### src/rtl/cpu_supervisor.sv
// Arbitrates memory between a CPU and a debug monitor; runs HALT/READ/WRITE/RUN monitor commands.
// Latency: WRITE done +2, READ done +3, RUN done +2 cycles from accept; mon_ready only in PARKED/RUNNING.
module cpu_supervisor #(
    parameter int addr_width = 9
) (
    input  logic                  clk,
    input  logic                  reset,
    input  logic [addr_width-1:0] cpu_raddr,
    input  logic [addr_width-1:0] cpu_waddr,
    input  logic [7:0]            cpu_data_in,
    input  logic                  cpu_write,
    input  logic                  cpu_halted,
    output logic                  cpu_reset,
    output logic                  cpu_halt,
    output logic [addr_width-1:0] cpu_start_address,
    output logic [addr_width-1:0] mem_raddr,
    output logic [addr_width-1:0] mem_waddr,
    output logic [7:0]            mem_data_in,
    output logic                  mem_write,
    input  logic [7:0]            mem_data_out,
    input  logic                  mon_valid,
    input  logic [1:0]            mon_op,
    input  logic [addr_width-1:0] mon_addr,
    input  logic [7:0]            mon_wdata,
    output logic                  mon_ready,
    output logic                  mon_done,
    output logic [7:0]            mon_rdata,
    output logic                  cpu_running,
    output logic                  cpu_stopped
);

    typedef enum logic [2:0] {
        PARKED, RUNNING, HALTING, RD_WAIT, RD_CAP, WR, RELEASE
    } state_t;

    localparam logic [1:0] OP_HALT  = 2'd0;
    localparam logic [1:0] OP_READ  = 2'd1;
    localparam logic [1:0] OP_WRITE = 2'd2;
    localparam logic [1:0] OP_RUN   = 2'd3;

    state_t                state_q, state_d;
    logic                  owner_cpu_q, owner_cpu_d;
    logic                  cpu_reset_q, cpu_reset_d;
    logic                  cpu_halt_q, cpu_halt_d;
    logic [addr_width-1:0] start_q, start_d;
    logic [addr_width-1:0] raddr_q, raddr_d;
    logic [addr_width-1:0] waddr_q, waddr_d;
    logic [7:0]            wdata_q, wdata_d;
    logic                  mwrite_q, mwrite_d;
    logic                  done_q, done_d;
    logic [7:0]            rdata_q, rdata_d;
    // Command taken while the CPU ran; replayed from PARKED once ownership returns
    logic                  pend_q, pend_d;
    logic [1:0]            pop_q, pop_d;
    logic [addr_width-1:0] paddr_q, paddr_d;
    logic [7:0]            pwdata_q, pwdata_d;

    logic                  accept;
    logic                  cmd_go;
    logic [1:0]            cmd_op;
    logic [addr_width-1:0] cmd_addr;
    logic [7:0]            cmd_wdata;

    assign mon_ready = ((state_q == PARKED) && !pend_q) || (state_q == RUNNING);
    assign accept    = mon_valid && mon_ready;
    assign cmd_go    = pend_q || accept;
    assign cmd_op    = pend_q ? pop_q    : mon_op;
    assign cmd_addr  = pend_q ? paddr_q  : mon_addr;
    assign cmd_wdata = pend_q ? pwdata_q : mon_wdata;

    always_comb begin
        state_d     = state_q;
        owner_cpu_d = owner_cpu_q;
        cpu_reset_d = cpu_reset_q;
        cpu_halt_d  = cpu_halt_q;
        start_d     = start_q;
        raddr_d     = raddr_q;
        waddr_d     = waddr_q;
        wdata_d     = wdata_q;
        mwrite_d    = 1'b0;
        done_d      = 1'b0;
        rdata_d     = rdata_q;
        pend_d      = pend_q;
        pop_d       = pop_q;
        paddr_d     = paddr_q;
        pwdata_d    = pwdata_q;
        case (state_q)
            PARKED: begin
                if (cmd_go) begin
                    pend_d = 1'b0;
                    case (cmd_op)
                        OP_HALT:  done_d = 1'b1;
                        OP_READ: begin
                            raddr_d = cmd_addr;
                            state_d = RD_WAIT;
                        end
                        OP_WRITE: begin
                            waddr_d = cmd_addr;
                            wdata_d = cmd_wdata;
                            state_d = WR;
                        end
                        default: begin
                            start_d = cmd_addr;
                            state_d = RELEASE;
                        end
                    endcase
                end
            end
            RUNNING: begin
                if (accept) begin
                    pop_d      = mon_op;
                    paddr_d    = mon_addr;
                    pwdata_d   = mon_wdata;
                    cpu_halt_d = 1'b1;
                    state_d    = HALTING;
                end
            end
            HALTING: begin
                if (cpu_halted) begin
                    cpu_halt_d  = 1'b0;
                    cpu_reset_d = 1'b1;
                    owner_cpu_d = 1'b0;
                    state_d     = PARKED;
                    if (pop_q == OP_HALT) done_d = 1'b1;
                    else                  pend_d = 1'b1;
                end
            end
            RD_WAIT: state_d = RD_CAP;
            RD_CAP: begin
                rdata_d = mem_data_out;
                done_d  = 1'b1;
                state_d = PARKED;
            end
            WR: begin
                mwrite_d = 1'b1;
                done_d   = 1'b1;
                state_d  = PARKED;
            end
            RELEASE: begin
                cpu_reset_d = 1'b0;
                owner_cpu_d = 1'b1;
                done_d      = 1'b1;
                state_d     = RUNNING;
            end
            default: state_d = PARKED;
        endcase
    end

    always_ff @(posedge clk or posedge reset) begin
        if (reset) begin
            state_q     <= PARKED;
            owner_cpu_q <= 1'b0;
            cpu_reset_q <= 1'b1;
            cpu_halt_q  <= 1'b0;
            start_q     <= '0;
            raddr_q     <= '0;
            waddr_q     <= '0;
            wdata_q     <= '0;
            mwrite_q    <= 1'b0;
            done_q      <= 1'b0;
            rdata_q     <= '0;
            pend_q      <= 1'b0;
            pop_q       <= OP_HALT;
            paddr_q     <= '0;
            pwdata_q    <= '0;
        end else begin
            state_q     <= state_d;
            owner_cpu_q <= owner_cpu_d;
            cpu_reset_q <= cpu_reset_d;
            cpu_halt_q  <= cpu_halt_d;
            start_q     <= start_d;
            raddr_q     <= raddr_d;
            waddr_q     <= waddr_d;
            wdata_q     <= wdata_d;
            mwrite_q    <= mwrite_d;
            done_q      <= done_d;
            rdata_q     <= rdata_d;
            pend_q      <= pend_d;
            pop_q       <= pop_d;
            paddr_q     <= paddr_d;
            pwdata_q    <= pwdata_d;
        end
    end

    // Ownership mux: the unselected side can never reach the memory port
    assign mem_raddr   = owner_cpu_q ? cpu_raddr   : raddr_q;
    assign mem_waddr   = owner_cpu_q ? cpu_waddr   : waddr_q;
    assign mem_data_in = owner_cpu_q ? cpu_data_in : wdata_q;
    assign mem_write   = owner_cpu_q ? cpu_write   : mwrite_q;

    assign cpu_reset         = cpu_reset_q;
    assign cpu_halt          = cpu_halt_q;
    assign cpu_start_address = start_q;
    assign mon_done          = done_q;
    assign mon_rdata         = rdata_q;
    assign cpu_running       = owner_cpu_q;
    assign cpu_stopped       = owner_cpu_q && cpu_halted;

endmodule

### config.mk
export PLATFORM = sky130hd
export DESIGN_NAME = cpu_supervisor
export DESIGN_NICKNAME = d
export VERILOG_FILES = /design/src/rtl/cpu_supervisor.sv
export SDC_FILE = /design/constraint.sdc
export NUM_CORES = 1
export LEC_CHECK = 0
export BUFFER_PORTS_ARGS = -buffer_cell sky130_fd_sc_hd__buf_4
export CORE_ASPECT_RATIO = 0.8
export CORE_MARGIN = 4
export CORE_UTILIZATION = 40
export CTS_CLUSTER_SIZE = 14
export DETAILED_ROUTE_END_ITERATION = 16
export PLACE_DENSITY = 0.73
export SLEW_MARGIN = 40
export SYNTH_ARGS = -nofsm -noshare
export SYNTH_HDL_FRONTEND = slang
export SYNTH_SLANG_ARGS = --single-unit
### constraint.sdc
create_clock -name clk -period 2.95 [get_ports clk]
set_clock_uncertainty 0.2 [all_clocks]
set_input_delay 0.59 -clock clk [delete_from_list [all_inputs] [get_ports clk]]
set_output_delay 0.59 -clock clk [all_outputs]
set_load 0.05 [all_outputs]
# == Yosys cells after proc, flatten, opt, wreduce, memory -nomap -nowiden ==
# Index checks and enable logic that the tools add are counted.
# word_totals
input_bits,58
regBits,71
wordCells,79
output_inout_bits,50
# op_classes
n_reduce_logical,22
bitwise,1
mux,28
n_eq_ne,13
# ops
cell,count
2-to-1 mux 9 bit,3
2-to-1 mux 8 bit,2
case mux 3 bit (5 select lines),1
2-to-1 mux 1 bit,12
AND reduction 3 bit,4
inequality test 2 bit (second input constant),5
equality test 3 bit (second input constant),3
2-to-1 mux 3 bit,3
case mux 3 bit (3 select lines),1
case mux 1 bit (2 select lines),4
AND reduction 4 bit,2
equality test 3 x 2 -> 1 bit (second input constant),2
nonzero test 2 bit,3
OR reduction 3 bit,2
logical NOT 2 bit,2
AND reduction 2 bit,2
equality test 3 x 1 -> 1 bit (second input constant),1
logical AND 1 bit,3
logical NOT 3 bit,1
case mux 1 bit (3 select lines),1
equality test 2 x 1 -> 1 bit (second input constant),1
equality test 2 bit (second input constant),1
logical OR 1 bit,2
2-to-1 mux 2 bit,1
other kinds (2),2

# == Depth between registers and ports, before layout ==
# Gate-level depths: netlist of run 1.
# logic_depth
ltp_word,7
depth_mapped,8
ltp_nobuf,6

# == Least setup slack after synthesis of run 1 ==
# No wires, ideal clock.
# synth_timing
path_kind,flip-flop to output port
start,reg owner_cpu_q (netlist: cpu_running)
end,out mem_data_in[0]
path_stages_with_launch,4
t_arrival_ps,1736
required_time_ps,2160
setup_slack_ps,424
n_path_buf,2
cell_sequence,dfrtp_1 > clkbuf_1 > buf_2 > mux2_2
# synth_via
elab_chain_len,1
# synth_lines
item,line_no,rtl
from (decl),42,"logic owner_cpu_q, owner_cpu_d;"
from (signal assigned),168,owner_cpu_q <= owner_cpu_d;
2-to-1 mux 8 bit,188,assign mem_data_in = owner_cpu_q ? cpu_data_in : wdata_q;
to (decl),18,"output logic [7:0] mem_data_in,"
# No other way between the ends.

# == Worst setup path in the final report of run 1 ==
# layout_timing
start,reg state_q[1]
end,out mon_ready
# layout_via
elab_chain_len,3
elab_cells_between_ends,4
classes_between,eq/ne: 1; reduce/logical: 3
# layout_lines
item,line_no,rtl
from (decl),41,"state_t state_q, state_d;"
from (signal assigned),167,state_q <= state_d;
logical NOT 3 bit,64,assign mon_ready = ((state_q == PARKED) && !pend_q) || (state_q == RUNNING);
logical AND 1 bit,64,
logical OR 1 bit *,64,
to (decl),25,"output logic mon_ready,"
# Every way passes the cells marked *; elsewhere a longest branch is shown, timed or not.

==> impl_metrics.json, run 1 <==
{
  "ctsRootBufferMaster": "clkbuf_8",
  "placed_cells": 459,
  "die_h_um": 91.2,
  "final.fill_count": 728,
  "synthesis.instances": 245,
  "net-switching-power_w": 0.00272,
  "totalPowerFinal_w": 0.00601,
  "setup.worst_path.start_class": "register",
  "hpwlAfterDp_um": 5660,
  "cts-buffers-inserted": 9,
  "syn_area_per_cell_um2": 14.1,
  "synth_top_family_by_area": "multiplexers",
  "mappedNetlistNets": 308,
  "design_area_um2": 4610,
  "synth.lib_cells_used.distinct": 32,
  "worst_slew_pin_slew_ns": 0.612,
  "slew_headroom": 0.592,
  "synth_edf_count": 0,
  "crit_path_max_incr_delay_ns": 0.73,
  "clock_power_share": 0.141,
  "instances_no_fill": 475,
  "yosys-top-cells-count": "mux2_2 (87), dfrtp_1 (70), mux2_1 (10), mux2_4 (10)",
  "comb_power_share": 0.559,
  "first_pass_iters": 4,
  "pin_count_of_the_biggest_net_entering_global_routing": 31,
  "multi_input_comb_area_um2": 1590,
  "antenna_left": 0,
  "status": "completed",
  "powerDensity_nw_per_um2": 1300,
  "synth-adder-area-share": 0.0181,
  "power.switching_fraction": 0.453,
  "vdd_drop_max_v": 0.000814,
  "intPower_w": 0.00329,
  "portBuffers": 107,
  "buffer_and_inverter_count_on_the_worst_path": 2,
  "clk-insertion-delay-late_ns": 0.34,
  "synth-seq-cells": 71,
  "synth_compound_area_frac": 0.0304,
  "worst_path_maximum_fanout": 15,
  "async_flop_share": 1.00,
  "maxSlewViolCount": 0,
  "netlist.top_cell.by_area": "dfrtp_1",
  "hp-class": "input port to asynchronous set/reset pin",
  "hold_buffers": 0,
  "gp_congestion": 0.821,
  "flow.area_growth_from_synthesis_pct": 33.3,
  "share_seq_of_total_power": 0.300,
  "wire_length_of_the_first_global_routing_pass_um": 12800,
  "start_util": 0.410,
  "grt_overflow": 0,
  "detail_route.wirelength_um": 7630,
  "post-cts-setup-buffers": 0,
  "fmaxAchievable_mhz": 410,
  "post_synth_instance_area_um2": 3460,
  "yosysSeqAreaShare": 0.514,
  "die_area_um2": 10200,
  "timing.critical_path.arrival_ns": 1.65,
  "final_layout_size_suffix_gt1_frac": 0.642,
  "synth_xor_xnor_area_share": 0,
  "num_antenna_cells": 0,
  "synth.most_common_cell": "mux2_2",
  "cts_repair_resize_count": 0,
  "unrepaired_setup_endpoints_after_global_routing": "no",
  "setup_viol": 0,
  "total_global_routing_track_utilization": 0.157,
  "drcViolationCount": 0,
  "num_vias": 2334,
  "clock_tree.buffer_depth": 2,
  "floorplan.core_area_um2": 8450,
  "synth_warnings": 0,
  "setup-tns-final_ns": 0,
  "detailed_place.area_um2": 4400,
  "clock-sinks": 71,
  "crit_path_cell_trace": "nor2_1 -> o21ai_0 -> inv_1 -> buf_4",
  "p_leak_nw": 2.18,
  "clock_tree_from_tritoncts": "yes",
  "seq_area_um2": 1780,
  "dieWidth_um": 112,
  "worst-endpoint-required_ns": 2.16,
  "synth.mux.area_fraction": 0.365,
  "nNetsFinal": 421,
  "timing_worst_setup_path_type": "register to output pin",
  "layout_min_cycle_time_ns": 2.44,
  "avgRoutedWirePerCell_um": 16.1,
  "post_synth_main_area_contributors": "dfrtp_1 (51%), mux2_2 (28%), mux2_4 (4.3%)",
  "worstSetupEndpointType": "output pin",
  "cts_htree_levels": 3,
  "io-pin-count": 108,
  "antenna_found_initial": 0,
  "timing.final.hold_violations": 0,
  "worst_path_dominant_cell_family": "flip-flops",
  "yosys.area.top_type_share": 0.506,
  "grt_pass1_vias": 2531,
  "worst_setup_hold_path_clk_slew_ns": 0.08,
  "cap_violations": 0,
  "vias_per_cell": 4.91,
  "dr.first_iter.drc_count": 64,
  "crit_slowest_cell": "dfrtp_1",
  "post-route-period-util": 0.827,
  "synthFlopType": "dfrtp_1",
  "fp-row-count": 30,
  "synth_simple_gate_area_share": 0.0441
}
cell families (layout without fill, tap and decap cells):
| logic type | Yosys count | after routing |
|---|---|---|
| compound gates | 18 | 18 |
| fa+ha+maj | 5 | 5 |
| buf+inv | 19 | 137 |
| flops | 71 | 71 |
| mux | 109 | 109 |
| simple gates | 23 | 23 |
power by group through the flow:
stage	sequential [W]	clock (W)	combinational (W)
floorplan	0.00217	0	0.00211
global placement	0.00179	0	0.00333
detailed placement	0.00182	0	0.00339
CTS	0.00181	0.000867	0.00340
global route	0.00187	0.000921	0.00356
finish	0.00181	0.000850	0.00336
per-layer routing:
layer  GRT usage  vias up  routed length [um]
met4      0.0300        0                  62
met1       0.203     1156                3440
li1            -     1102                   -
met2       0.252       71                3600
met3      0.0640        5                 522
met5           0        -                   0
layout make-up:
class	count	area share
repair buffers	113	0.187
clock buffers	11	0.0285
well taps	112	0.0304
inverters	8	0.00651
flip-flops and latches	71	0.385
multi-input cells	155	0.345
clock inverters	5	0.0179
layout by cell type (no fill, tap or decap), types with 3 or more instances in the layout:
cell,count
a21oi_1,6
buf_4,112
clkbuf_8,9
dfrtp_1,70
ha_1,5
inv_1,6
mux2_1,10
mux2_2,87
mux2_4,10
nand2_1,6
nor2_1,4
nor3_1,3
o21ai_0,7
path summary, 6_finish.rpt:
| path | start | endpoint | cells after the start | slack, ns |
|---|---|---|---|---|
| setup / recovery | state_q[1]$_DFFE_PP0P_ | mon_ready | 4 | 0.51 |
| hold / removal | reset | waddr_q[4]$_DFFE_PP0P_ | 2 | 0.06 |
| setup reg to reg | pend_q$_DFFE_PP0P_ | state_q[0]$_DFFE_PP0P_ | 5 | 0.57 |
| hold reg to reg | pwdata_q[1]$_DFFE_PP0P_ | pwdata_q[1]$_DFFE_PP0P_ | 1 | 0.29 |
| max in group asynchronous | reset | cpu_start_address[6]$_DFFE_PP0P_ | 3 | 1.83 |
| min in group clk | mon_addr[8] | paddr_q[8]$_DFFE_PP0P_ | 2 | 0.27 |
state kept, by name, indices dropped and copies added, names as in the netlist:
register / count
cpu_running: 1
raddr_q: 9
pop_q: 2
state_q: 3
mwrite_q: 1
mon_rdata: 8
cpu_halt: 1
wdata_q: 8
pwdata_q: 8
waddr_q: 9
pend_q: 1
cpu_reset: 1
cpu_start_address: 9
mon_done: 1
paddr_q: 9
metrics by stage:
| step | setup slack, ns | util | hold WS [ns] |
|---|---|---|---|
| global route | 0.327 | 0.546 | 0.0901 |
| CTS | 0.491 | 0.546 | 0.0574 |
| global placement | 0.641 | 0.521 | 0.262 |
| floorplan | 0.365 | - | 0.252 |
| detailed placement | 0.521 | 0.521 | 0.274 |
| finish | 0.511 | 0.546 | 0.0577 |
Power figures use the tool's default switching activity.
==> run 2: changes to the inputs <==
==> constraint.sdc (replaced) <==
create_clock -name clk -period 2.45 [get_ports clk]
set_clock_uncertainty 0.2 [all_clocks]
set_input_delay 0.49 -clock clk [delete_from_list [all_inputs] [get_ports clk]]
set_output_delay 0.49 -clock clk [all_outputs]
set_load 0.05 [all_outputs]
==> run 2 against run 1 <==
Effect of this change:
- register-to-register slack lost 0.35 ns
- clock-buffer cell count down 1
- die area did not move
- via count up 1.6%
- sequential power up 19%
- global-route usage about the same
- combinational power up 22%
- core utilization increased by 0.56 points
- total power increased by 23%
- flip-flop and latch count is the same
- critical endpoint is now mem_waddr[3]
==> impl_metrics.json, run 2 (same netlist as run 1, synthesis figures left out) <==
{
  "status": "completed",
  "io-pin-count": 108,
  "vdd_drop_max_v": 0.000955,
  "seq_area_um2": 1780,
  "design_area_um2": 4660,
  "worst-endpoint-required_ns": 1.76,
  "post-cts-setup-buffers": 0,
  "p_leak_nw": 2.19,
  "worst_path_dominant_cell_family": "flip-flops",
  "timing.critical_path.arrival_ns": 1.60,
  "crit_path_cell_trace": "buf_12 -> mux2_2 -> buf_4",
  "post-route-period-util": 0.933,
  "worst_slew_pin_slew_ns": 0.544,
  "net-switching-power_w": 0.00329,
  "final_layout_size_suffix_gt1_frac": 0.647,
  "unrepaired_setup_endpoints_after_global_routing": "no",
  "crit_slowest_cell": "dfrtp_1",
  "clock-sinks": 71,
  "worst_setup_hold_path_clk_slew_ns": 0.08,
  "layout.cells.most_common": "buf_4",
  "cap_violations": 0,
  "timing.final.hold_violations": 0,
  "comb_power_share": 0.554,
  "final.fill_count": 697,
  "powerDensity_nw_per_um2": 1590,
  "floorplan.core_area_um2": 8450,
  "slew_headroom": 0.637,
  "vias_per_cell": 4.99,
  "setup_ws_ns": 0.163,
  "share_seq_of_total_power": 0.292,
  "drcViolationCount": 0,
  "detailed_place.area_um2": 4420,
  "setup.worst_path.start_class": "register",
  "mostFrequentLayoutCells": "buf_4 (111), mux2_2 (87), dfrtp_1 (69)",
  "antenna_found_initial": 0,
  "dieWidth_um": 112,
  "crit_path_max_incr_delay_ns": 0.45,
  "wire_length_of_the_first_global_routing_pass_um": 12800,
  "dr.first_iter.drc_count": 93,
  "num_antenna_cells": 0,
  "grt_pass1_vias": 2461,
  "portBuffers": 107,
  "hold_buffers": 0,
  "total_global_routing_track_utilization": 0.157,
  "die_area_um2": 10200,
  "fp-row-count": 30,
  "maxSlewViolCount": 0,
  "hp-class": "input port to asynchronous set/reset pin",
  "layout_min_cycle_time_ns": 2.29,
  "cts_htree_levels": 3,
  "start_util": 0.410,
  "clk-insertion-delay-late_ns": 0.34,
  "ctsRootBufferMaster": "clkbuf_8",
  "multi_input_comb_area_um2": 1590,
  "grt_overflow": 0,
  "avgRoutedWirePerCell_um": 16.3,
  "cts-buffers-inserted": 9,
  "intPower_w": 0.00410,
  "antenna_left": 0,
  "setup-tns-final_ns": 0,
  "nNetsFinal": 421,
  "clock_power_share": 0.153,
  "clock_tree.buffer_depth": 2,
  "worst_path_maximum_fanout": 27,
  "totalPowerFinal_w": 0.00739,
  "hold_slack_ns": 0.0376,
  "timing_worst_setup_path_type": "register to output pin",
  "setup_viol": 0,
  "first_pass_iters": 4,
  "worstSetupEndpointType": "output pin",
  "flow.area_growth_from_synthesis_pct": 34.7,
  "gp_congestion": 0.812,
  "pin_count_of_the_biggest_net_entering_global_routing": 43,
  "detail_route.wirelength_um": 7740,
  "fmaxAchievable_mhz": 437,
  "pre_cts_ws_ns": 0.0839,
  "die_h_um": 91.2,
  "power.switching_fraction": 0.446,
  "buffer_and_inverter_count_on_the_worst_path": 2,
  "hpwlAfterDp_um": 5490,
  "clock_tree_from_tritoncts": "yes",
  "num_vias": 2371
}
## run 2: per-layer routing
metal  share of wire  vias up  global-route usage
met4           0.011        0              0.0480
li1                -     1104                   -
met2            0.45       91               0.234
met1            0.47     1168               0.217
met5               0        -                   0
met3           0.073        8              0.0533
## run 2: path summary, 6_finish.rpt
path / start / end / slack, ns / depth (start not counted)
max in group asynchronous: reset / cpu_start_address[7]$_DFFE_PP0P_ / 1.56 / 3
setup / recovery: cpu_running$_DFFE_PP0P_ / mem_waddr[3] / 0.16 / 3
hold reg to reg: pwdata_q[4]$_DFFE_PP0P_ / pwdata_q[4]$_DFFE_PP0P_ / 0.28 / 1
min in group clk: mem_data_out[3] / mon_rdata[3]$_DFFE_PP0P_ / 0.17 / 2
setup reg to reg: pend_q$_DFFE_PP0P_ / state_q[0]$_DFFE_PP0P_ / 0.22 / 5
hold / removal: reset / mon_rdata[6]$_DFFE_PP0P_ / 0.04 / 3
## run 2: area by class of cell
class,count,area share
multi-input combinational,155,0.341
timing repair buffer,113,0.187
tap,112,0.0301
clock inverter,6,0.0250
inverter,8,0.00725
sequential,71,0.382
clock buffer,10,0.0274
## run 2: through the flow
step | cells | util
6_report | 475 | 0.552
5_1_grt | 475 | 0.552
4_1_cts | 475 | 0.552
3_5_place_dp | 459 | 0.523
3_3_place_gp | 459 | 0.523
2_1_floorplan | 245 | -
## run 2: power groups by stage
stage,clock (W),combinational (W),sequential [W]
6_report,0.00113,0.00410,0.00216
5_1_grt,0.00122,0.00432,0.00224
4_1_cts,0.00117,0.00414,0.00216
3_5_place_dp,0,0.00412,0.00217
3_3_place_gp,0,0.00405,0.00215
2_1_floorplan,0,0.00255,0.00262
## run 2: tightest hold or removal path, cell delays in order
cell	delay (ns)
buf_4	0.12
clkinvlp_4	0.06
buf_4	0.33
## run 2: timing repair
item                                   CTS  global route
setup endpoints to repair                0             1
resized for setup                        0             1
endpoints found under the hold margin    0             0
==> run 3: changes to the inputs <==
--- a/config.mk
+++ b/config.mk
@@ -11,7 +11,9 @@
 export CORE_UTILIZATION = 40
 export CTS_CLUSTER_SIZE = 14
 export DETAILED_ROUTE_END_ITERATION = 16
+export MAX_ROUTING_LAYER = met4
 export PLACE_DENSITY = 0.73
+export REMOVE_ABC_BUFFERS = 1
 export SLEW_MARGIN = 40
 export SYNTH_ARGS = -nofsm -noshare
 export SYNTH_HDL_FRONTEND = slang
==> run 3 against run 2 <==
Effect of this change:
- critical path depth up 1
- design area down 1.6%
- sequential share of layout area up 0.59 points
- global-route usage up 0.13 points
- clock-buffer cell count up 2
- critical path type unchanged
- largest cell class unchanged
- final cell count unchanged
- first-iteration DRC count down 45%
==> impl_metrics.json, run 3 (same netlist as run 1, synthesis figures left out) <==
{
  "post-cts-setup-buffers": 0,
  "reg2reg_depth": 5,
  "cts_htree_levels": 3,
  "floorplan.core_area_um2": 8450,
  "crit_slowest_cell": "dfrtp_1",
  "wire_length_of_the_first_global_routing_pass_um": 12600,
  "hp-class": "input port to register",
  "antenna_found_initial": 0,
  "num_vias": 2301,
  "timing.critical_path.depth": 4,
  "pin_count_of_the_biggest_net_entering_global_routing": 56,
  "layout.cells.most_common": "buf_4",
  "hpwlAfterDp_um": 5430,
  "clock_tree_from_tritoncts": "yes",
  "die_h_um": 91.2,
  "start_util": 0.410,
  "portBuffers": 107,
  "clock-sinks": 71,
  "dieWidth_um": 112,
  "nNetsFinal": 422,
  "worstSetupEndpointType": "output pin",
  "die_area_um2": 10200,
  "r2r_slack_ns": 0.19,
  "worst_setup_hold_path_clk_slew_ns": 0.07,
  "detailed_place.area_um2": 4410,
  "setup.worst_path.start_class": "register",
  "ctsRootBufferMaster": "clkbuf_8",
  "worst_path_maximum_fanout": 15,
  "timing_worst_setup_path_type": "register to output pin",
  "cts-buffers-inserted": 9,
  "gp_congestion": 0.778,
  "powerDensity_nw_per_um2": 1530,
  "flow.area_growth_from_synthesis_pct": 32.6,
  "hold_slack_ns": 0.188,
  "first_pass_iters": 4,
  "grt_pass1_vias": 2501,
  "timing.critical_path.arrival_ns": 1.62,
  "buffer_and_inverter_count_on_the_worst_path": 2,
  "utilization": 0.543,
  "maxSlewViolCount": 0,
  "unrepaired_setup_endpoints_after_global_routing": "no",
  "slew_headroom": 0.608,
  "whs_path_depth": 2,
  "worst-endpoint-required_ns": 1.76,
  "post-route-period-util": 0.942,
  "timing.final.hold_violations": 0,
  "crit_path_cell_trace": "nor2_1 -> o21ai_0 -> inv_1 -> buf_4",
  "num_antenna_cells": 0,
  "cts_repair_resize_count": 0,
  "antenna_left": 0,
  "crit_path_max_incr_delay_ns": 0.72,
  "clock_tree.buffer_depth": 2,
  "final.fill_count": 752,
  "status": "completed",
  "multi_input_comb_area_um2": 1590,
  "grt_overflow": 0,
  "p_leak_nw": 2.16,
  "layout_min_cycle_time_ns": 2.31,
  "avgRoutedWirePerCell_um": 15.8,
  "detail_route.wirelength_um": 7490,
  "fp-row-count": 30,
  "io-pin-count": 108,
  "final_layout_size_suffix_gt1_frac": 0.639,
  "clk-insertion-delay-late_ns": 0.33,
  "design_area_um2": 4590,
  "seq_area_um2": 1780,
  "setup_viol": 0,
  "drcViolationCount": 0,
  "worst_path_dominant_cell_family": "flip-flops",
  "cap_violations": 0,
  "vias_per_cell": 4.84,
  "vdd_drop_max_v": 0.000949,
  "mostFrequentLayoutCells": "buf_4 (111), mux2_2 (87), dfrtp_1 (70)",
  "total_global_routing_track_utilization": 0.158,
  "dr.first_iter.drc_count": 51,
  "worst_slew_pin_slew_ns": 0.588,
  "fmaxAchievable_mhz": 434
}
-- run 3: worst paths after layout --
| path | start | end |
|---|---|---|
| max reg2reg | pend_q$_DFFE_PP0P_ | state_q[0]$_DFFE_PP0P_ |
| min | mon_wdata[6] | pwdata_q[6]$_DFFE_PP0P_ |
| min reg2reg | pwdata_q[0]$_DFFE_PP0P_ | pwdata_q[0]$_DFFE_PP0P_ |
| max | state_q[1]$_DFFE_PP0P_ | mon_ready |
| min in group asynchronous | reset | mwrite_q$_DFF_PP0_ |
| max in group asynchronous | reset | cpu_start_address[4]$_DFFE_PP0P_ |
-- run 3: per-layer routing --
| metal | global-route usage | vias to the layer above | share of wire |
|---|---|---|---|
| met1 | 0.214 | 1122 | 0.47 |
| li1 | - | 1102 | - |
| met3 | 0.0433 | 8 | 0.063 |
| met5 | - | - | 0 |
| met4 | 0.0480 | 0 | 0.012 |
| met2 | 0.233 | 69 | 0.45 |
-- run 3: power breakdown --
group	internal [W]	leakage, nW	total [W]	switching, W
Combinational	0.00165	1.22	0.00408	0.00243
Sequential	0.00176	0.857	0.00214	0.000385
Clock	0.000389	0.0785	0.000797	0.000408
-- run 3: cell type report --
class                           instances  share of cell area
Clock buffer                           12              0.0316
Clock inverter                          3             0.00436
Inverter                                8             0.00654
Multi-Input combinational cell        155               0.347
Sequential cell                        71               0.388
Tap cell                              112              0.0305
Timing Repair Buffer                  114               0.193
-- run 3: through the flow --
stage / setup TNS (ns) / total power, W / instances / worst slack, ns
global route: 0 / 0.00744 / 475 / 0.0281
global placement: 0 / 0.00618 / 459 / 0.210
floorplan: -5.66 / 0.00511 / 234 / -0.190
finish: 0 / 0.00702 / 475 / 0.143
CTS: 0 / 0.00711 / 475 / 0.149
detailed placement: 0 / 0.00628 / 459 / 0.112
-- run 3: repair_timing --
item                                    in CTS  in global routing
endpoints found under the setup margin       0                  0
hold buffers                                 1                  0
endpoints found under the hold margin       15                  0
